--- src/rtl/alu_pkg.sv ---
// Shared ctrl encodings and sequencer states for alu_seq.
// ALU_DIV_EN adds the DIV state used by the iterative divider.
package alu_pkg;

   localparam logic [3:0] ALU_AND  = 4'b0000;
   localparam logic [3:0] ALU_OR   = 4'b0001;
   localparam logic [3:0] ALU_ADD  = 4'b0010;
   localparam logic [3:0] ALU_SLL  = 4'b0011;
   localparam logic [3:0] ALU_SRL  = 4'b0100;
   localparam logic [3:0] ALU_SRA  = 4'b0101;
   localparam logic [3:0] ALU_SUB  = 4'b0110;
   localparam logic [3:0] ALU_SLT  = 4'b0111;
   localparam logic [3:0] ALU_MULU = 4'b1000;
   localparam logic [3:0] ALU_DIVU = 4'b1010;
   localparam logic [3:0] ALU_NOR  = 4'b1100;

   typedef enum logic [1:0] {
      StIdle = 2'd0,
      StMul  = 2'd1,
`ifdef ALU_DIV_EN
      StDiv  = 2'd2,
`endif
      StDone = 2'd3
   } alu_state_t;

endpackage

--- src/rtl/alu_seq_iter.sv ---
// Shared one-bit-per-cycle datapath: shift-add multiply and, with ALU_DIV_EN,
// restoring divide. last_o marks the edge that completes the final iteration.
module alu_seq_iter
   import alu_pkg::*;
#(
   parameter int unsigned WIDTH = 32
) (
   input  logic             clk_i,
   input  logic             rst_i,
   input  logic             start_i,
`ifdef ALU_DIV_EN
   input  logic             div_i,
`endif
   input  logic [WIDTH-1:0] a_i,
   input  logic [WIDTH-1:0] b_i,
   output logic             last_o,
   output logic [WIDTH-1:0] lo_o,
   output logic [WIDTH-1:0] hi_o
);

   localparam int unsigned SHW = $clog2(WIDTH);
   localparam logic [SHW:0] LastCnt = (SHW+1)'(WIDTH - 1);
   localparam logic [SHW:0] CntOne  = (SHW+1)'(1);

   logic [WIDTH-1:0] acc_q, acc_d;
   logic [WIDTH-1:0] lo_q, lo_d;
   logic [WIDTH-1:0] opnd_q;
   logic [SHW:0]     cnt_q;
   logic             busy_q;
   logic [WIDTH:0]   mul_sum;
`ifdef ALU_DIV_EN
   logic             div_q;
   logic [WIDTH:0]   div_rem;
   logic [WIDTH-1:0] div_diff;
   logic             div_ge;
`endif

   always_comb begin
      // {acc, lo} holds the partial product; lo shifts out multiplier bits.
      mul_sum = {1'b0, acc_q} + (lo_q[0] ? {1'b0, opnd_q} : '0);
      acc_d   = mul_sum[WIDTH:1];
      lo_d    = {mul_sum[0], lo_q[WIDTH-1:1]};
`ifdef ALU_DIV_EN
      // lo shifts dividend bits into the remainder and quotient bits in.
      div_rem  = {acc_q, lo_q[WIDTH-1]};
      div_diff = div_rem[WIDTH-1:0] - opnd_q;
      div_ge   = (div_rem >= {1'b0, opnd_q});
      if (div_q) begin
         acc_d = div_ge ? div_diff : div_rem[WIDTH-1:0];
         lo_d  = {lo_q[WIDTH-2:0], div_ge};
      end
`endif
   end

   always_ff @(posedge clk_i or negedge rst_i) begin
      if (!rst_i) begin
         acc_q  <= '0;
         lo_q   <= '0;
         opnd_q <= '0;
         cnt_q  <= '0;
         busy_q <= 1'b0;
`ifdef ALU_DIV_EN
         div_q  <= 1'b0;
`endif
      end else if (start_i) begin
         acc_q  <= '0;
         cnt_q  <= '0;
         busy_q <= 1'b1;
`ifdef ALU_DIV_EN
         div_q  <= div_i;
         opnd_q <= div_i ? b_i : a_i;
         lo_q   <= div_i ? a_i : b_i;
`else
         opnd_q <= a_i;
         lo_q   <= b_i;
`endif
      end else if (busy_q) begin
         acc_q <= acc_d;
         lo_q  <= lo_d;
         cnt_q <= cnt_q + CntOne;
         if (cnt_q == LastCnt) begin
            busy_q <= 1'b0;
         end
      end
   end

   assign last_o = busy_q && (cnt_q == LastCnt);
   assign lo_o   = lo_q;
   assign hi_o   = acc_q;

endmodule

--- src/rtl/alu_seq.sv ---
// Registered execute-stage ALU with valid/ready handshake and iterative MULU.
// Defining ALU_DIV_EN adds the iterative DIVU (code 1010).
module alu_seq
   import alu_pkg::*;
#(
   parameter int unsigned WIDTH = 32
) (
   input  logic             clk_i,
   input  logic             rst_i,
   input  logic             valid_i,
   output logic             ready_o,
   input  logic [WIDTH-1:0] src1_i,
   input  logic [WIDTH-1:0] src2_i,
   input  logic [3:0]       ctrl_i,
   output logic             valid_o,
   output logic [WIDTH-1:0] result_o,
   output logic [WIDTH-1:0] result_hi_o,
   output logic             zero_o,
   output logic             overflow_o
);

   localparam int unsigned SHW = $clog2(WIDTH);

   alu_state_t       state_q;
   logic             valid_q, zero_q, ovf_q;
   logic [WIDTH-1:0] result_q, result_hi_q;

   logic [SHW-1:0]   shamt;
   logic [WIDTH-1:0] sum, diff, sc_res;
   logic             sc_ovf;
   logic             is_mul, is_multi, iter_start, iter_last;
   logic [WIDTH-1:0] iter_lo, iter_hi;
`ifdef ALU_DIV_EN
   logic             is_div;
   assign is_div   = (ctrl_i == ALU_DIVU);
   assign is_multi = is_mul || is_div;
`else
   assign is_multi = is_mul;
`endif

   assign shamt      = src2_i[SHW-1:0];
   assign sum        = src1_i + src2_i;
   assign diff       = src1_i - src2_i;
   assign is_mul     = (ctrl_i == ALU_MULU);
   assign ready_o    = (state_q == StIdle);
   assign iter_start = valid_i && ready_o && is_multi;

   always_comb begin
      sc_res = '0;
      sc_ovf = 1'b0;
      case (ctrl_i)
         ALU_AND: sc_res = src1_i & src2_i;
         ALU_OR:  sc_res = src1_i | src2_i;
         ALU_NOR: sc_res = ~(src1_i | src2_i);
         ALU_ADD: begin
            sc_res = sum;
            sc_ovf = (src1_i[WIDTH-1] == src2_i[WIDTH-1]) && (sum[WIDTH-1] != src1_i[WIDTH-1]);
         end
         ALU_SUB: begin
            sc_res = diff;
            sc_ovf = (src1_i[WIDTH-1] != src2_i[WIDTH-1]) && (diff[WIDTH-1] != src1_i[WIDTH-1]);
         end
         ALU_SLT: sc_res = {{(WIDTH-1){1'b0}}, ($signed(src1_i) < $signed(src2_i))};
         ALU_SLL: sc_res = src1_i << shamt;
         ALU_SRL: sc_res = src1_i >> shamt;
         ALU_SRA: sc_res = $unsigned($signed(src1_i) >>> shamt);
         default: ;
      endcase
   end

   alu_seq_iter #(
      .WIDTH(WIDTH)
   ) u_iter (
      .clk_i  (clk_i),
      .rst_i  (rst_i),
      .start_i(iter_start),
`ifdef ALU_DIV_EN
      .div_i  (is_div),
`endif
      .a_i    (src1_i),
      .b_i    (src2_i),
      .last_o (iter_last),
      .lo_o   (iter_lo),
      .hi_o   (iter_hi)
   );

   always_ff @(posedge clk_i or negedge rst_i) begin
      if (!rst_i) begin
         state_q     <= StIdle;
         valid_q     <= 1'b0;
         result_q    <= '0;
         result_hi_q <= '0;
         zero_q      <= 1'b1;
         ovf_q       <= 1'b0;
      end else begin
         valid_q <= 1'b0;
         case (state_q)
            StIdle: begin
               if (valid_i) begin
                  if (is_mul) begin
                     state_q <= StMul;
`ifdef ALU_DIV_EN
                  end else if (is_div) begin
                     state_q <= StDiv;
`endif
                  end else begin
                     valid_q     <= 1'b1;
                     result_q    <= sc_res;
                     result_hi_q <= '0;
                     zero_q      <= (sc_res == '0);
                     ovf_q       <= sc_ovf;
                  end
               end
            end
            StMul: if (iter_last) state_q <= StDone;
`ifdef ALU_DIV_EN
            StDiv: if (iter_last) state_q <= StDone;
`endif
            StDone: begin
               state_q     <= StIdle;
               valid_q     <= 1'b1;
               result_q    <= iter_lo;
               result_hi_q <= iter_hi;
               zero_q      <= (iter_lo == '0);
               ovf_q       <= 1'b0;
            end
            default: state_q <= StIdle;
         endcase
      end
   end

   assign valid_o     = valid_q;
   assign result_o    = result_q;
   assign result_hi_o = result_hi_q;
   assign zero_o      = zero_q;
   assign overflow_o  = ovf_q;

endmodule
--- config.mk ---
export PLATFORM = sky130hd
export DESIGN_NAME = alu_seq
export DESIGN_NICKNAME = d
export VERILOG_FILES = /design/src/rtl/alu_pkg.sv /design/src/rtl/alu_seq_iter.sv /design/src/rtl/alu_seq.sv
export SDC_FILE = /design/constraint.sdc
export NUM_CORES = 1
export LEC_CHECK = 0
export ABC_AREA = 1
export BUFFER_PORTS_ARGS = -buffer_cell sky130_fd_sc_hd__buf_2
export CORE_AREA = 2 2 168 294
export CTS_CLUSTER_DIAMETER = 60
export CTS_CLUSTER_SIZE = 12
export DETAILED_ROUTE_END_ITERATION = 16
export DIE_AREA = 0 0 170 296
export PLACE_DENSITY_LB_ADDON = 0.05
export SETUP_SLACK_MARGIN = 0.05
export SLEW_MARGIN = 25
export SYNTH_ARGS = -nofsm -noshare
export SYNTH_HDL_FRONTEND = slang
export SYNTH_SLANG_ARGS = --single-unit
--- constraint.sdc ---
create_clock -name clk_i -period 3.3 [get_ports clk_i]
set_clock_uncertainty 0.15 [all_clocks]
set_input_delay 0.495 -clock clk_i [delete_from_list [all_inputs] [get_ports clk_i]]
set_output_delay 0.495 -clock clk_i [all_outputs]
set_load 0.005 [all_outputs]
; Word level (Yosys, flattened, before mapping)
; Index checks and enable logic that the tools add are counted.
[op_classes]
n_lt_le_gt_ge = 1
div = 0
n_eq_ne = 20
reduce_logical = 13
n_shift = 3
addsub = 4
multipliers = 0
n_mux = 31
bitwise_logic = 3
[ops]
columns = op, n
row1 = $mux 32, 9
row2 = $pmux 32 s9, 1
row3 = $pmux 32 s2, 2
row4 = $logic_not 32->1, 2
row5 = $add 32x33->33, 1
row6 = $add 32x32->32, 1
row7 = $and 32x32->32, 1
row8 = $lt 32x32->1, 1
row9 = $not 32->32, 1
row10 = $or 32x32->32, 1
row11 = $shl 32x5->32, 1
row12 = $shr 32x5->32, 1
row13 = $sshr 32x5->32, 1
row14 = $sub 32x32->32, 1
row15 = $eq 4x3->1 const B, 4
row16 = $mux 6, 2
row17 = $mux 1, 9
row18 = $eq 4x2->1 const B, 2
row19 = $eq 4x4->1 const B, 2
row20 = $pmux 1 s2, 4
row21 = $add 6x1->6 const B, 1
row22 = $eq 6x5->1 const B, 1
row23 = $mux 2, 3
row24 = $ne 2x2->1 const B, 3
row25 = 12 further kinds, 20
[word_totals]
reg_bits = 172
mem_count = 0
latch_bits = 0
rom_bits = 0
inputBits = 71
mem_bits_rw = 0

; Longest topological paths before layout
; Gate-level depths: netlist (run 1).
[logic_depth]
ltp_word = 7
ltp_mapped = 24

; By module
; Synthesis (run 1) repeated with hierarchy kept, for this count alone.
[hier_totals]
hier_cells = 3591
area_unflattened_um2 = 20530.9
[modules_own_cells]
columns = mod, seq_area_each_um2, cells_per_inst, area_each_um2, n_inst
row1 = alu_seq, 1727.9, 2590, 13793.2, 1
row2 = alu_seq_iter, 2577.5, 1001, 6737.7, 1

; Worst setup path after synthesis (run 1)
; OpenSTA, ideal clock, no wires.
[synth_path]
kind = input -> register
start = input port src2_i[4]
end = register zero_q (netlist: zero_o)
n_path_buf = 2
slack_ps = 234
t_required_ps = 3083
arrival_ps = 2849
cell_stages = 19
path_cell_list = buf_2 -> inv_2 -> clkbuf_1 -> ha_1 -> nor2_1 -> nand3_1 -> nand3_1 -> nand2_1 -> nand2_1 -> nand3_1 -> a21oi_1 -> nor2_1 -> nor2_1 -> nand2_1 -> nor2_1 -> nand3_1 -> nor2_1 -> nor2_1 -> nor2_1
[synth_between]
elab_chain_len = 7
elab_cells_between_ends = 14
cone_classes = 2 x add/sub / 1 x order compare / 3 x shift / 4 x mux / 3 x bitwise / 1 x reduce/logical
[synth_lines]
columns = element, line_no
row1 = "start, declared", alu_seq.sv:13  ; input logic [WIDTH-1:0] src2_i,
row2 = branches (longest 2 deep; another with $sub 32x32->32), --
row3 = $pmux 32 s9 *, alu_seq.sv:51  ; case (ctrl_i)
row4 = $logic_not 32->1 *, alu_seq.sv:110  ; zero_q <= (sc_res == '0);
row5 = $mux 1 *, alu_seq.sv:100  ; if (is_mul) begin
row6 = $mux 1 *, alu_seq.sv:99  ; if (valid_i) begin
row7 = $pmux 1 s2 *, alu_seq.sv:97  ; case (state_q)
row8 = "end signal, assigned", alu_seq.sv:110
row9 = "end signal, assigned", alu_seq.sv:124  ; zero_q <= (iter_lo == '0);
row10 = "end, declared", alu_seq.sv:25  ; logic valid_q, zero_q, ovf_q;
; Every way passes the cells marked *. The select of a mux whose other input is x is not followed.
; A chain may end at the register's enable or synchronous reset.

; Worst setup path in the final report (run 1)
[layout_path]
start = register u_iter.lo_q[0] (netlist: u_iter.lo_o[0])
end = register u_iter.acc_q[24] (netlist: u_iter.hi_o[24])
[layout_between]
elab_chain_len = 4
[layout_lines]
columns = element, line_no
row1 = "start, declared", alu_seq_iter.sv:26  ; logic [WIDTH-1:0] lo_q, lo_d;
row2 = "start signal, assigned", alu_seq_iter.sv:75  ; lo_q <= b_i;
row3 = "start signal, assigned", alu_seq_iter.sv:79  ; lo_q <= lo_d;
row4 = $mux 32, alu_seq_iter.sv:40  ; mul_sum = {1'b0, acc_q} + (lo_q[0] ? {1'b0, opnd_q} : '0);
row5 = $add 32x33->33, alu_seq_iter.sv:40
row6 = $mux 32, alu_seq_iter.sv:77  ; end else if (busy_q) begin
row7 = $mux 32, alu_seq_iter.sv:65  ; end else if (start_i) begin
row8 = "end signal, assigned", alu_seq_iter.sv:57  ; acc_q <= '0;
row9 = "end signal, assigned", alu_seq_iter.sv:66  ; acc_q <= '0;
row10 = "end signal, assigned", alu_seq_iter.sv:78  ; acc_q <= acc_d;
row11 = "end, declared", alu_seq_iter.sv:25  ; logic [WIDTH-1:0] acc_q, acc_d;
; Every way passes these cells. The select of a mux whose other input is x is not followed.

==> flow_results.xml, run 1 <==
<?xml version="1.0" encoding="UTF-8"?>
<metrics>
  <group name="worst_setup_path">
    <metric name="worstSetupEndpointType" unit="">flop</metric>
    <metric name="critPathMaxFanout" unit="">12</metric>
    <metric name="critical_path_class" unit="">reg -&gt; reg</metric>
    <metric name="regToRegSetupSlack" unit="ns">0.18</metric>
    <metric name="startpoint_type" unit="">flop</metric>
    <metric name="worst-r2r-cell-count" unit="">16</metric>
    <metric name="worstReg2RegEnd" unit="">u_iter.hi_o[24]</metric>
    <metric name="reg2reg_from" unit="">u_iter.lo_o[0]</metric>
    <metric name="data_required_time_at_the_worst_endpoint" unit="ns">3.47</metric>
    <metric name="crit_arrival" unit="ns">3.29</metric>
  </group>
  <group name="global_routing">
    <metric name="first_global_vias" unit="">25000</metric>
    <metric name="total_congestion_overflow" unit="">0</metric>
    <metric name="grt.total_usage" unit="">0.415</metric>
    <metric name="grt_start_max_net_pins" unit="">70</metric>
    <metric name="grt_pass1_wl" unit="µm">152000</metric>
    <metric name="grt_antenna_before_repair" unit="">3</metric>
  </group>
  <group name="flow_run">
    <metric name="drv.max_cap_violation_count" unit="">0</metric>
  </group>
  <group name="synth">
    <metric name="synth_fp_nets" unit="">3544</metric>
    <metric name="synthesis.area" unit="µm²">19500</metric>
    <metric name="netlist.area_leader.share" unit="">0.219</metric>
    <metric name="syn_avg_cell_area" unit="µm²">5.87</metric>
    <metric name="synth-edff-count" unit="">0</metric>
    <metric name="ys.warnings.count" unit="">0</metric>
    <metric name="yosys-top-cells-count" unit="">sky130_fd_sc_hd__nand2_1 (1025), sky130_fd_sc_hd__nand3_1 (471), sky130_fd_sc_hd__inv_1 (442)</metric>
    <metric name="postSynthCellCount" unit="">3325</metric>
    <metric name="synth-async-reset-ratio" unit="">1.00</metric>
    <metric name="most_numerous_cell_in_the_yosys_netlist" unit="">sky130_fd_sc_hd__nand2_1</metric>
    <metric name="synth.top_cells.by_area" unit="">sky130_fd_sc_hd__dfrtp_1 (22%), sky130_fd_sc_hd__nand2_1 (20%), sky130_fd_sc_hd__nand3_1 (12%), sky130_fd_sc_hd__ha_1 (9.3%), sky130_fd_sc_hd__inv_1 (8.5%)</metric>
    <metric name="ys_dominant_reg_cell" unit="">sky130_fd_sc_hd__dfrtp_1</metric>
    <metric name="synth-seq-cells" unit="">172</metric>
    <metric name="ys_types" unit="">52</metric>
    <metric name="synth.yosys.seq_area_share" unit="">0.221</metric>
    <metric name="synth_area_leader_cell" unit="">sky130_fd_sc_hd__dfrtp_1</metric>
  </group>
  <group name="detailed_routing">
    <metric name="postRouteAntennaNets" unit="">0</metric>
    <metric name="via_count" unit="">25100</metric>
    <metric name="drt_wl_total" unit="µm">105000</metric>
    <metric name="post_drt_via_cell_ratio" unit="">5.61</metric>
    <metric name="first_iter_violations" unit="">1885</metric>
    <metric name="count_of_tritonroute_iterations_in_the_first_routing_pass" unit="">6</metric>
    <metric name="wl_per_cell" unit="µm">23.4</metric>
    <metric name="drc" unit="">0</metric>
  </group>
  <group name="timing">
    <metric name="tns" unit="ns">0</metric>
    <metric name="hold_viol" unit="">0</metric>
    <metric name="worst-slew-pin-transition" unit="ns">0.785</metric>
    <metric name="final.min_clock_period" unit="ns">3.12</metric>
    <metric name="achievable-frequency" unit="MHz">321</metric>
    <metric name="timing.final.crit_share" unit="">0.944</metric>
    <metric name="setup-violations-final" unit="">0</metric>
    <metric name="layout_setup_ws" unit="ns">0.184</metric>
    <metric name="timing.slew.headroom" unit="">0.474</metric>
    <metric name="rsz_0062_raised_after_global_routing" unit="">yes</metric>
    <metric name="final-max-slew-violation-count" unit="">0</metric>
  </group>
  <group name="final_layout">
    <metric name="layout-drive-gt1-share" unit="">0.200</metric>
    <metric name="flow.area_growth_from_synthesis" unit="%">28.8</metric>
    <metric name="nets" unit="">4087</metric>
  </group>
  <group name="floorplan">
    <metric name="boundaryPins" unit="">139</metric>
    <metric name="start_util" unit="">0.405</metric>
    <metric name="dieArea" unit="µm²">50300</metric>
    <metric name="rows" unit="">107</metric>
    <metric name="fp.dieW" unit="µm">170</metric>
    <metric name="die_h" unit="µm">296</metric>
    <metric name="floorplan.core_area" unit="µm²">48200</metric>
  </group>
  <group name="clock_network">
    <metric name="clock_sink_count" unit="">172</metric>
    <metric name="clk_pin_slew" unit="ns">0.07</metric>
    <metric name="htree_num_levels" unit="">4</metric>
    <metric name="tritoncts" unit="">built</metric>
    <metric name="tritoncts.num_buffers" unit="">17</metric>
    <metric name="clkLatencyLatePin" unit="ns">0.45</metric>
    <metric name="root_buffer" unit="">sky130_fd_sc_hd__clkbuf_16</metric>
    <metric name="clockBufferDepth" unit="">2</metric>
  </group>
  <group name="hold_path">
    <metric name="min_path_type" unit="">in -&gt; reg</metric>
    <metric name="hold_path_cell_cnt" unit="">3</metric>
    <metric name="timing.hold.worst.start" unit="">src1_i[3]</metric>
    <metric name="holdPathEnd" unit="">u_iter.opnd_q[3]</metric>
  </group>
  <group name="placed_design">
    <metric name="gp_congestion" unit="">1.09</metric>
    <metric name="count_of_port_buffers_added_during_placement" unit="">138</metric>
    <metric name="pre_cts_ws" unit="ns">-0.504</metric>
    <metric name="dpl.hpwl" unit="µm">88900</metric>
  </group>
  <group name="power">
    <metric name="pwr_density_cell" unit="nW/µm²">409</metric>
    <metric name="vdd.ir_drop.worst" unit="mV">0.364</metric>
    <metric name="power.leakage" unit="nW">14.1</metric>
  </group>
  <group name="outcome">
    <metric name="status" unit="">finished, final reports clean</metric>
  </group>
</metrics>
cells by family (layout without fill, tap and decap cells):
family | Yosys count | after routing | share of synthesized area
buf+inv | 595 | 1151 | 0.124
simple gates | 1922 | 1922 | 0.419
xor+xnor | 6 | 6 | 0.00269
flops | 172 | 172 | 0.221
fa+ha+maj | 148 | 148 | 0.0960
other cells | 0 | 1 | 0
compound gates | 482 | 482 | 0.138
what timing repair did:
item | 4_1_cts | 5_1_grt
pin swaps | 0 | 2
gates cloned | 0 | 0
resized for setup | 2 | 18
hold endpoints to repair | 60 | 0
hold buffers | 1 | 0
setup buffers | 0 | 1
setup endpoints to repair | 2 | 16
routing by layer:
layer | global-route usage | up-vias | share of wire
li1 | - | 11900 | -
met1 | 0.417 | 11700 | 0.34
met2 | 0.741 | 1161 | 0.49
met3 | 0.0351 | 404 | 0.051
met4 | 0.407 | 0 | 0.12
met5 | 0 | - | 0
worst max-delay path by stage:
stage | slack (ns) | end | from
2_1_floorplan | 0.23 | zero_o | src2_i[4]
3_3_place_gp | -0.52 | zero_o | src1_i[0]
3_5_place_dp | -0.50 | zero_o | src1_i[0]
4_1_cts | 0.06 | zero_o | src1_i[0]
5_1_grt | -0.04 | u_iter.hi_o[24] | u_iter.lo_o[0]
6_report | 0.18 | u_iter.hi_o[24] | u_iter.lo_o[0]
cell usage in the layout (no fill, tap or decap), types with 3 or more instances in the layout:
master / instances
sky130_fd_sc_hd__nor2_2: 21
sky130_fd_sc_hd__dfrtp_1: 170
sky130_fd_sc_hd__clkbuf_16: 17
sky130_fd_sc_hd__and2_1: 8
sky130_fd_sc_hd__o21bai_1: 10
sky130_fd_sc_hd__o221ai_1: 30
sky130_fd_sc_hd__inv_6: 6
sky130_fd_sc_hd__a21oi_1: 168
sky130_fd_sc_hd__o31ai_1: 4
sky130_fd_sc_hd__nor2_4: 4
sky130_fd_sc_hd__nor3_1: 35
sky130_fd_sc_hd__a31oi_1: 10
sky130_fd_sc_hd__or2_2: 3
sky130_fd_sc_hd__nor4_1: 7
sky130_fd_sc_hd__inv_2: 9
sky130_fd_sc_hd__fa_1: 3
sky130_fd_sc_hd__o21ai_1: 11
sky130_fd_sc_hd__ha_1: 145
sky130_fd_sc_hd__nor2_1: 268
sky130_fd_sc_hd__buf_2: 137
sky130_fd_sc_hd__inv_4: 3
sky130_fd_sc_hd__buf_4: 508
sky130_fd_sc_hd__o21ai_0: 200
sky130_fd_sc_hd__xor2_1: 5
sky130_fd_sc_hd__nand3_1: 469
sky130_fd_sc_hd__inv_1: 439
sky130_fd_sc_hd__nand2_2: 25
sky130_fd_sc_hd__nand3_2: 5
sky130_fd_sc_hd__nand2_1: 1023
sky130_fd_sc_hd__nand3b_1: 7
sky130_fd_sc_hd__nand4_1: 41
sky130_fd_sc_hd__buf_12: 20
sky130_fd_sc_hd__o211ai_1: 14
sky130_fd_sc_hd__o22ai_1: 22
sky130_fd_sc_hd__nand2_4: 3
per-stage QoR:
step	hold slack, ns	area, µm²	total power, mW	utilization	cells
CTS	0.216	25100	10.2	0.520	4479
detailed placement	0.303	24500	8.10	0.508	4446
finish	0.236	25100	10.3	0.522	4481
floorplan	0.0494	19500	5.51	-	3325
global route	0.257	25100	10.9	0.522	4481
global placement	0.300	24500	8.00	0.508	4446
critical path: stages (launching register included):
cell                       delay (ns)
sky130_fd_sc_hd__dfrtp_2         0.50
sky130_fd_sc_hd__nand2_1         0.10
sky130_fd_sc_hd__inv_1           0.04
sky130_fd_sc_hd__ha_1            0.32
sky130_fd_sc_hd__nand3_1         0.10
sky130_fd_sc_hd__nand2_1         0.09
sky130_fd_sc_hd__nand2_1         0.07
sky130_fd_sc_hd__a21oi_1         0.25
sky130_fd_sc_hd__a21boi_2        0.15
sky130_fd_sc_hd__o21ai_1         0.17
sky130_fd_sc_hd__buf_4           0.14
sky130_fd_sc_hd__buf_4           0.15
sky130_fd_sc_hd__nand4_1         0.26
sky130_fd_sc_hd__nand2_2         0.24
sky130_fd_sc_hd__a21oi_1         0.08
sky130_fd_sc_hd__o21ai_0         0.07
sky130_fd_sc_hd__o21ai_0         0.10
cell type report:
| cell class | instances | area (µm²) |
|---|---|---|
| fill | 5103 | 23100 |
| multi-input combinational | 2558 | 12800 |
| timing repair buffer | 667 | 4920 |
| sequential | 172 | 4310 |
| inverter | 452 | 1700 |
| tap | 599 | 749 |
| clock buffer | 20 | 447 |
| clock inverter | 12 | 153 |
| antenna | 1 | 2.50 |
sequential cells by signal, indices dropped and copies added, names as in the netlist:
register,flops
result_hi_o,32
result_o,32
u_iter.hi_o,32
u_iter.lo_o,32
u_iter.opnd_q,32
u_iter.cnt_q,6
state_q,2
overflow_o,1
u_iter.busy_q,1
valid_o,1
zero_o,1
where the power goes:
part           internal [mW]  switching (mW)
clock                   1.16           0.938
combinational           1.91            3.27
sequential              2.61           0.404
(Power assumes the default switching activity.)
==> run 2: changes to the inputs <==
MAX_ROUTING_LAYER = met4   (was default)
REMOVE_ABC_BUFFERS = 1   (was default)
==> run 2 against run 1 <==
  * Combinational power up 2%
  * Maximum frequency down 4.5%
  * Die area did not move
  * Worst hold slack improved by 0.039 ns
  * Largest power group unchanged
  * Highest routed layer unchanged
==> flow_results.xml, run 2 (synthesized netlist as in run 1, its figures left out) <==
<?xml version="1.0" encoding="UTF-8"?>
<metrics>
  <group name="outcome">
    <metric name="status" unit="">finished, final reports clean</metric>
  </group>
  <group name="clock_network">
    <metric name="clkLatencyLatePin" unit="ns">0.46</metric>
    <metric name="tritoncts.num_buffers" unit="">17</metric>
    <metric name="post-cts-setup-buffer-count" unit="">0</metric>
    <metric name="clockBufferDepth" unit="">2</metric>
    <metric name="clk_pin_slew" unit="ns">0.07</metric>
    <metric name="htree_num_levels" unit="">4</metric>
    <metric name="tritoncts" unit="">built</metric>
    <metric name="clock_sink_count" unit="">172</metric>
    <metric name="root_buffer" unit="">sky130_fd_sc_hd__clkbuf_16</metric>
  </group>
  <group name="floorplan">
    <metric name="floorplan.core_area" unit="µm²">48200</metric>
    <metric name="dieArea" unit="µm²">50300</metric>
    <metric name="fp.dieW" unit="µm">170</metric>
    <metric name="boundaryPins" unit="">139</metric>
    <metric name="rows" unit="">107</metric>
    <metric name="die_h" unit="µm">296</metric>
    <metric name="start_util" unit="">0.405</metric>
  </group>
  <group name="timing">
    <metric name="achievable-frequency" unit="MHz">306</metric>
    <metric name="rsz_0062_raised_after_global_routing" unit="">no</metric>
    <metric name="timing.slew.headroom" unit="">0.555</metric>
    <metric name="final.min_clock_period" unit="ns">3.26</metric>
    <metric name="tns" unit="ns">0</metric>
    <metric name="setup-violations-final" unit="">0</metric>
    <metric name="hold_viol" unit="">0</metric>
    <metric name="final-max-slew-violation-count" unit="">0</metric>
    <metric name="timing.final.crit_share" unit="">0.989</metric>
    <metric name="worst-slew-pin-transition" unit="ns">0.662</metric>
  </group>
  <group name="placed_design">
    <metric name="count_of_port_buffers_added_during_placement" unit="">138</metric>
    <metric name="dpl.hpwl" unit="µm">89600</metric>
    <metric name="placed_cell_area" unit="µm²">24800</metric>
    <metric name="gp_congestion" unit="">1.13</metric>
  </group>
  <group name="worst_setup_path">
    <metric name="regToRegSetupSlack" unit="ns">0.24</metric>
    <metric name="worstSetupEndpointType" unit="">flop</metric>
    <metric name="data_required_time_at_the_worst_endpoint" unit="ns">3.47</metric>
    <metric name="startpoint_type" unit="">input port</metric>
    <metric name="critical_path_class" unit="">in -&gt; reg</metric>
    <metric name="reg2reg_from" unit="">u_iter.lo_o[0]</metric>
    <metric name="worstReg2RegEnd" unit="">u_iter.hi_o[24]</metric>
    <metric name="critPathMaxFanout" unit="">4</metric>
    <metric name="crit_arrival" unit="ns">3.44</metric>
    <metric name="worst-r2r-cell-count" unit="">14</metric>
  </group>
  <group name="flow_run">
    <metric name="drv.max_cap_violation_count" unit="">0</metric>
  </group>
  <group name="detailed_routing">
    <metric name="drt_wl_total" unit="µm">106000</metric>
    <metric name="wl_per_cell" unit="µm">23.6</metric>
    <metric name="wl_met2" unit="µm">52700</metric>
    <metric name="postRouteAntennaNets" unit="">0</metric>
    <metric name="met1_length" unit="µm">35500</metric>
    <metric name="count_of_tritonroute_iterations_in_the_first_routing_pass" unit="">6</metric>
    <metric name="wl_met3" unit="µm">6080</metric>
    <metric name="highest_layer" unit="">met4</metric>
    <metric name="post_drt_via_cell_ratio" unit="">5.59</metric>
    <metric name="via_count" unit="">25200</metric>
    <metric name="drc" unit="">0</metric>
    <metric name="first_iter_violations" unit="">2063</metric>
  </group>
  <group name="hold_path">
    <metric name="holdPathEnd" unit="">u_iter.opnd_q[29]</metric>
    <metric name="min_path_type" unit="">in -&gt; reg</metric>
    <metric name="timing.hold.worst.start" unit="">src1_i[29]</metric>
    <metric name="hold_path_cell_cnt" unit="">3</metric>
  </group>
  <group name="final_layout">
    <metric name="mostFrequentLayoutCells" unit="">sky130_fd_sc_hd__nand2_1 (1025), sky130_fd_sc_hd__buf_4 (523), sky130_fd_sc_hd__nand3_1 (469)</metric>
    <metric name="nets" unit="">4110</metric>
    <metric name="layout-drive-gt1-share" unit="">0.204</metric>
    <metric name="stdcell_area" unit="µm²">25400</metric>
    <metric name="layout.core_utilization" unit="">0.526</metric>
    <metric name="flow.area_growth_from_synthesis" unit="%">29.9</metric>
    <metric name="layout.cells.most_common" unit="">sky130_fd_sc_hd__nand2_1</metric>
    <metric name="filler_cell_count" unit="">5052</metric>
  </group>
  <group name="power">
    <metric name="power.leakage" unit="nW">14.2</metric>
    <metric name="vdd.ir_drop.worst" unit="mV">0.283</metric>
    <metric name="pwr_density_cell" unit="nW/µm²">402</metric>
  </group>
  <group name="global_routing">
    <metric name="total_congestion_overflow" unit="">0</metric>
    <metric name="grt_start_max_net_pins" unit="">74</metric>
    <metric name="grt_antenna_before_repair" unit="">2</metric>
    <metric name="first_global_vias" unit="">25100</metric>
    <metric name="grt.total_usage" unit="">0.432</metric>
    <metric name="grt_pass1_wl" unit="µm">154000</metric>
  </group>
</metrics>
==> run 2: changes by cell type in the layout (fill, tap and decap cells not counted), sizes merged <==
cell	previous run	this run
buf	665	687
inv	457	455
clkbuf	21	23
bufinv	2	0
clkinv	3	6
==> run 2: critical path, stage by stage <==
cell	delay, ns
sky130_fd_sc_hd__buf_2	0.11
sky130_fd_sc_hd__inv_1	0.20
sky130_fd_sc_hd__ha_1	0.36
sky130_fd_sc_hd__nor2_1	0.23
sky130_fd_sc_hd__nand2_1	0.14
sky130_fd_sc_hd__nor3_2	0.41
sky130_fd_sc_hd__buf_4	0.21
sky130_fd_sc_hd__and2_1	0.12
sky130_fd_sc_hd__nand2_1	0.16
sky130_fd_sc_hd__nand2_1	0.11
sky130_fd_sc_hd__nand2_1	0.05
sky130_fd_sc_hd__nand3_1	0.07
sky130_fd_sc_hd__nand2_1	0.07
sky130_fd_sc_hd__buf_4	0.14
sky130_fd_sc_hd__nor3_1	0.40
sky130_fd_sc_hd__o21ai_0	0.15
==> run 2: area by class of cell <==
cell class	instances	area, µm²	area share
timing repair buffer	690	5200	0.205
multi-input combinational	2558	12800	0.507
antenna	1	2.50	0.0000987
clock inverter	11	85.1	0.00336
tap	599	749	0.0296
clock buffer	21	460	0.0182
inverter	452	1700	0.0672
sequential	172	4310	0.170
==> run 2: timing repair <==
| item | 4_1_cts | 5_1_grt |
|---|---|---|
| hold buffers | 1 | 0 |
| endpoints found under the hold margin | 69 | 0 |
| resized for setup | 2 | 13 |
| setup endpoints to repair | 2 | 12 |
| pin swaps | 0 | 1 |
==> run 2: worst max path at each step <==
stage / end / depth (start not counted) / slack (ns) / start
floorplan: result_o[18] / 7 / -1.18 / state_q[0]
global placement: result_o[29] / 16 / -0.60 / src1_i[21]
detailed placement: result_o[29] / 16 / -0.53 / src1_i[21]
CTS: zero_o / 22 / 0.06 / src1_i[14]
global route: zero_o / 21 / 0.03 / src2_i[0]
finish: result_o[29] / 16 / 0.04 / src1_i[21]
==> run 2: layer usage <==
metal	track usage	vias to the layer above
met4	0.395	0
li1	-	11900
met3	0.0522	424
met5	-	-
met2	0.758	1201
met1	0.412	11700
==> run 2: through the flow <==
stage | power [mW] | hold WS (ns) | instances | setup slack [ns]
finish | 10.2 | 0.275 | 4504 | 0.0366
global route | 10.7 | 0.303 | 4504 | 0.0284
CTS | 10.1 | 0.269 | 4503 | 0.0574
detailed placement | 8.16 | 0.303 | 4470 | -0.529
global placement | 8.07 | 0.303 | 4470 | -0.602
floorplan | 5.33 | 0.0494 | 3182 | -1.18
==> run 2: where the power goes <==
| part | internal [mW] | switching, mW | total, mW | leakage, nW |
|---|---|---|---|---|
| Clock | 1.01 | 0.917 | 1.93 | 0.266 |
| Combinational | 1.93 | 3.34 | 5.27 | 11.7 |
| Sequential | 2.61 | 0.386 | 2.99 | 2.31 |
==> run 3: changes to the inputs <==
MAX_ROUTING_LAYER = default   (was met4)
PLACE_DENSITY = 0.6   (was default)
PLACE_DENSITY_LB_ADDON = default   (was 0.05)
==> run 3 against run 2 <==
  * Non-clock buffer count fell by 113
  * Critical path depth up 4
  * Register-to-register slack about the same
  * Critical endpoint is now zero_o
  * Largest power group unchanged
==> flow_results.xml, run 3 (synthesized netlist as in run 1, its figures left out) <==
<?xml version="1.0" encoding="UTF-8"?>
<metrics>
  <group name="final_layout">
    <metric name="layout.cells.most_common" unit="">sky130_fd_sc_hd__nand2_1</metric>
    <metric name="layout-drive-gt1-share" unit="">0.180</metric>
    <metric name="flow.area_growth_from_synthesis" unit="%">25.1</metric>
    <metric name="filler_cell_count" unit="">5375</metric>
    <metric name="mostFrequentLayoutCells" unit="">sky130_fd_sc_hd__nand2_1 (1025), sky130_fd_sc_hd__nand3_1 (471), sky130_fd_sc_hd__inv_1 (440)</metric>
    <metric name="nets" unit="">3997</metric>
  </group>
  <group name="outcome">
    <metric name="status" unit="">finished, final reports clean</metric>
  </group>
  <group name="global_routing">
    <metric name="grt_antenna_before_repair" unit="">3</metric>
    <metric name="grt_pass1_wl" unit="µm">145000</metric>
    <metric name="grt_start_max_net_pins" unit="">76</metric>
    <metric name="grt.total_usage" unit="">0.394</metric>
    <metric name="total_congestion_overflow" unit="">0</metric>
    <metric name="first_global_vias" unit="">24400</metric>
  </group>
  <group name="worst_setup_path">
    <metric name="crit_arrival" unit="ns">3.31</metric>
    <metric name="critPathMaxFanout" unit="">20</metric>
    <metric name="reg2reg_from" unit="">u_iter.lo_o[0]</metric>
    <metric name="cpMaxStageDelayCell" unit="">sky130_fd_sc_hd__nand3_1</metric>
    <metric name="worstSetupEndpointType" unit="">flop</metric>
    <metric name="startpoint_type" unit="">input port</metric>
    <metric name="crit_path_max_incr_delay" unit="ns">0.25</metric>
    <metric name="data_required_time_at_the_worst_endpoint" unit="ns">3.54</metric>
    <metric name="crit_start" unit="">src2_i[0]</metric>
    <metric name="critical_path_class" unit="">in -&gt; reg</metric>
    <metric name="cp_cell_sequence" unit="">buf_2 &gt; buf_4 &gt; inv_4 &gt; buf_4 &gt; nand2_2 &gt; nand3_1 &gt; nand3_1 &gt; nand3_1 &gt; nand3_1 &gt; nand2_1 &gt; nor2_1 &gt; buf_4 &gt; nand2_1 &gt; nor2_2 &gt; nand2_1 &gt; nor2_1 &gt; nand3_1 &gt; nor2_1 &gt; nor2_1 &gt; nor2_1</metric>
  </group>
  <group name="detailed_routing">
    <metric name="wl_met3" unit="µm">4670</metric>
    <metric name="wl_met2" unit="µm">50500</metric>
    <metric name="first_iter_violations" unit="">1843</metric>
    <metric name="wl_per_cell" unit="µm">22.7</metric>
    <metric name="postRouteAntennaNets" unit="">0</metric>
    <metric name="via_count" unit="">24200</metric>
    <metric name="met1_length" unit="µm">34600</metric>
    <metric name="highest_layer" unit="">met4</metric>
    <metric name="count_of_tritonroute_iterations_in_the_first_routing_pass" unit="">6</metric>
    <metric name="drc" unit="">0</metric>
    <metric name="drt_wl_total" unit="µm">99900</metric>
    <metric name="post_drt_via_cell_ratio" unit="">5.51</metric>
  </group>
  <group name="power">
    <metric name="combPwrFrac" unit="">0.493</metric>
    <metric name="pwr_density_cell" unit="nW/µm²">410</metric>
    <metric name="power_frac_clock" unit="">0.208</metric>
    <metric name="p_int" unit="mW">5.43</metric>
    <metric name="power.leakage" unit="nW">13.7</metric>
    <metric name="vdd.ir_drop.worst" unit="mV">0.360</metric>
    <metric name="power.net_switching" unit="mW">4.57</metric>
    <metric name="share_of_power_burned_in_registers" unit="">0.299</metric>
    <metric name="power_after_layout" unit="mW">10.0</metric>
    <metric name="switching_share" unit="">0.457</metric>
  </group>
  <group name="timing">
    <metric name="holdWs" unit="ns">0.180</metric>
    <metric name="rsz_0062_raised_after_global_routing" unit="">no</metric>
    <metric name="final-max-slew-violation-count" unit="">0</metric>
    <metric name="final.min_clock_period" unit="ns">3.08</metric>
    <metric name="timing.slew.headroom" unit="">0.385</metric>
    <metric name="achievable-frequency" unit="MHz">325</metric>
    <metric name="hold_viol" unit="">0</metric>
    <metric name="timing.final.crit_share" unit="">0.932</metric>
    <metric name="setup-violations-final" unit="">0</metric>
    <metric name="worst-slew-pin-transition" unit="ns">0.921</metric>
  </group>
  <group name="clock_network">
    <metric name="clock_sink_count" unit="">172</metric>
    <metric name="tritoncts.num_buffers" unit="">17</metric>
    <metric name="tritoncts" unit="">built</metric>
    <metric name="clockBufferDepth" unit="">2</metric>
    <metric name="htree_num_levels" unit="">4</metric>
    <metric name="root_buffer" unit="">sky130_fd_sc_hd__clkbuf_16</metric>
    <metric name="clkLatencyLatePin" unit="ns">0.46</metric>
    <metric name="clk_pin_slew" unit="ns">0.09</metric>
  </group>
  <group name="floorplan">
    <metric name="floorplan.core_area" unit="µm²">48200</metric>
    <metric name="boundaryPins" unit="">139</metric>
    <metric name="rows" unit="">107</metric>
    <metric name="start_util" unit="">0.405</metric>
    <metric name="dieArea" unit="µm²">50300</metric>
    <metric name="fp.dieW" unit="µm">170</metric>
    <metric name="die_h" unit="µm">296</metric>
  </group>
  <group name="placed_design">
    <metric name="count_of_port_buffers_added_during_placement" unit="">138</metric>
    <metric name="dpl.hpwl" unit="µm">84600</metric>
    <metric name="gp_congestion" unit="">1.04</metric>
  </group>
  <group name="hold_path">
    <metric name="min_path_type" unit="">in -&gt; reg</metric>
    <metric name="timing.hold.worst.start" unit="">src1_i[3]</metric>
  </group>
  <group name="flow_run">
    <metric name="drv.max_cap_violation_count" unit="">0</metric>
  </group>
</metrics>
## run 3: critical path, delay by kind of cell
| family | cells | cell delay [ns] |
|---|---|---|
| AND/OR/NAND/NOR | 15 | 1.93 |
| buffers and inverters | 5 | 0.88 |
## run 3: metal layers
| layer | vias to the layer above | global-route usage |
|---|---|---|
| li1 | 11700 | - |
| met1 | 11200 | 0.394 |
| met2 | 953 | 0.728 |
| met3 | 357 | 0.0342 |
| met4 | 0 | 0.338 |
| met5 | - | 0 |
## run 3: through the flow
step / instance area [µm²] / TNS [ns] / instances / setup WS [ns] / utilization
floorplan: 18800 / -121.47 / 3182 / -1.18 / -
global placement: 23700 / -1.01 / 4354 / -0.347 / 0.492
detailed placement: 23700 / -1.12 / 4354 / -0.338 / 0.492
CTS: 24300 / 0 / 4387 / 0.126 / 0.505
global route: 24400 / 0 / 4392 / 0.0376 / 0.506
finish: 24400 / 0 / 4392 / 0.224 / 0.506
## run 3: final timing paths
path                                     to  slack, ns  cells after the start
setup / recovery                     zero_o       0.22                     20
hold / removal             u_iter.opnd_q[3]       0.18                      3
setup reg to reg            u_iter.hi_o[28]       0.25                     15
hold reg to reg             result_hi_o[26]       0.32                      2
max in group asynchronous            zero_o       1.81                      3
min in group asynchronous  u_iter.opnd_q[4]       0.41                      2
## run 3: power by group through the flow
stage          combinational, mW  clock (mW)  sequential [mW]
2_1_floorplan               2.39           0             2.94
3_3_place_gp                4.83           0             3.02
3_5_place_dp                4.86           0             3.02
4_1_cts                     4.88        2.10             2.98
5_1_grt                     5.34        2.19             3.05
6_report                    4.93        2.08             2.99
## run 3: cell type report
| cell class | instances | area, µm² | share of cell area |
|---|---|---|---|
| clock inverter | 15 | 174 | 0.00712 |
| tap | 599 | 749 | 0.0307 |
| multi-input combinational | 2558 | 12800 | 0.526 |
| antenna | 2 | 5.00 | 0.000205 |
| timing repair buffer | 577 | 4210 | 0.172 |
| sequential | 172 | 4310 | 0.176 |
| clock buffer | 17 | 425 | 0.0174 |
| inverter | 452 | 1700 | 0.0698 |
## run 3: repair_timing
item                                    4_1_cts  5_1_grt
buffers inserted                              0        3
endpoints found under the setup margin        0        9
resized for setup                             0       12
endpoints found under the hold margin        52        0
hold buffers                                  1        0
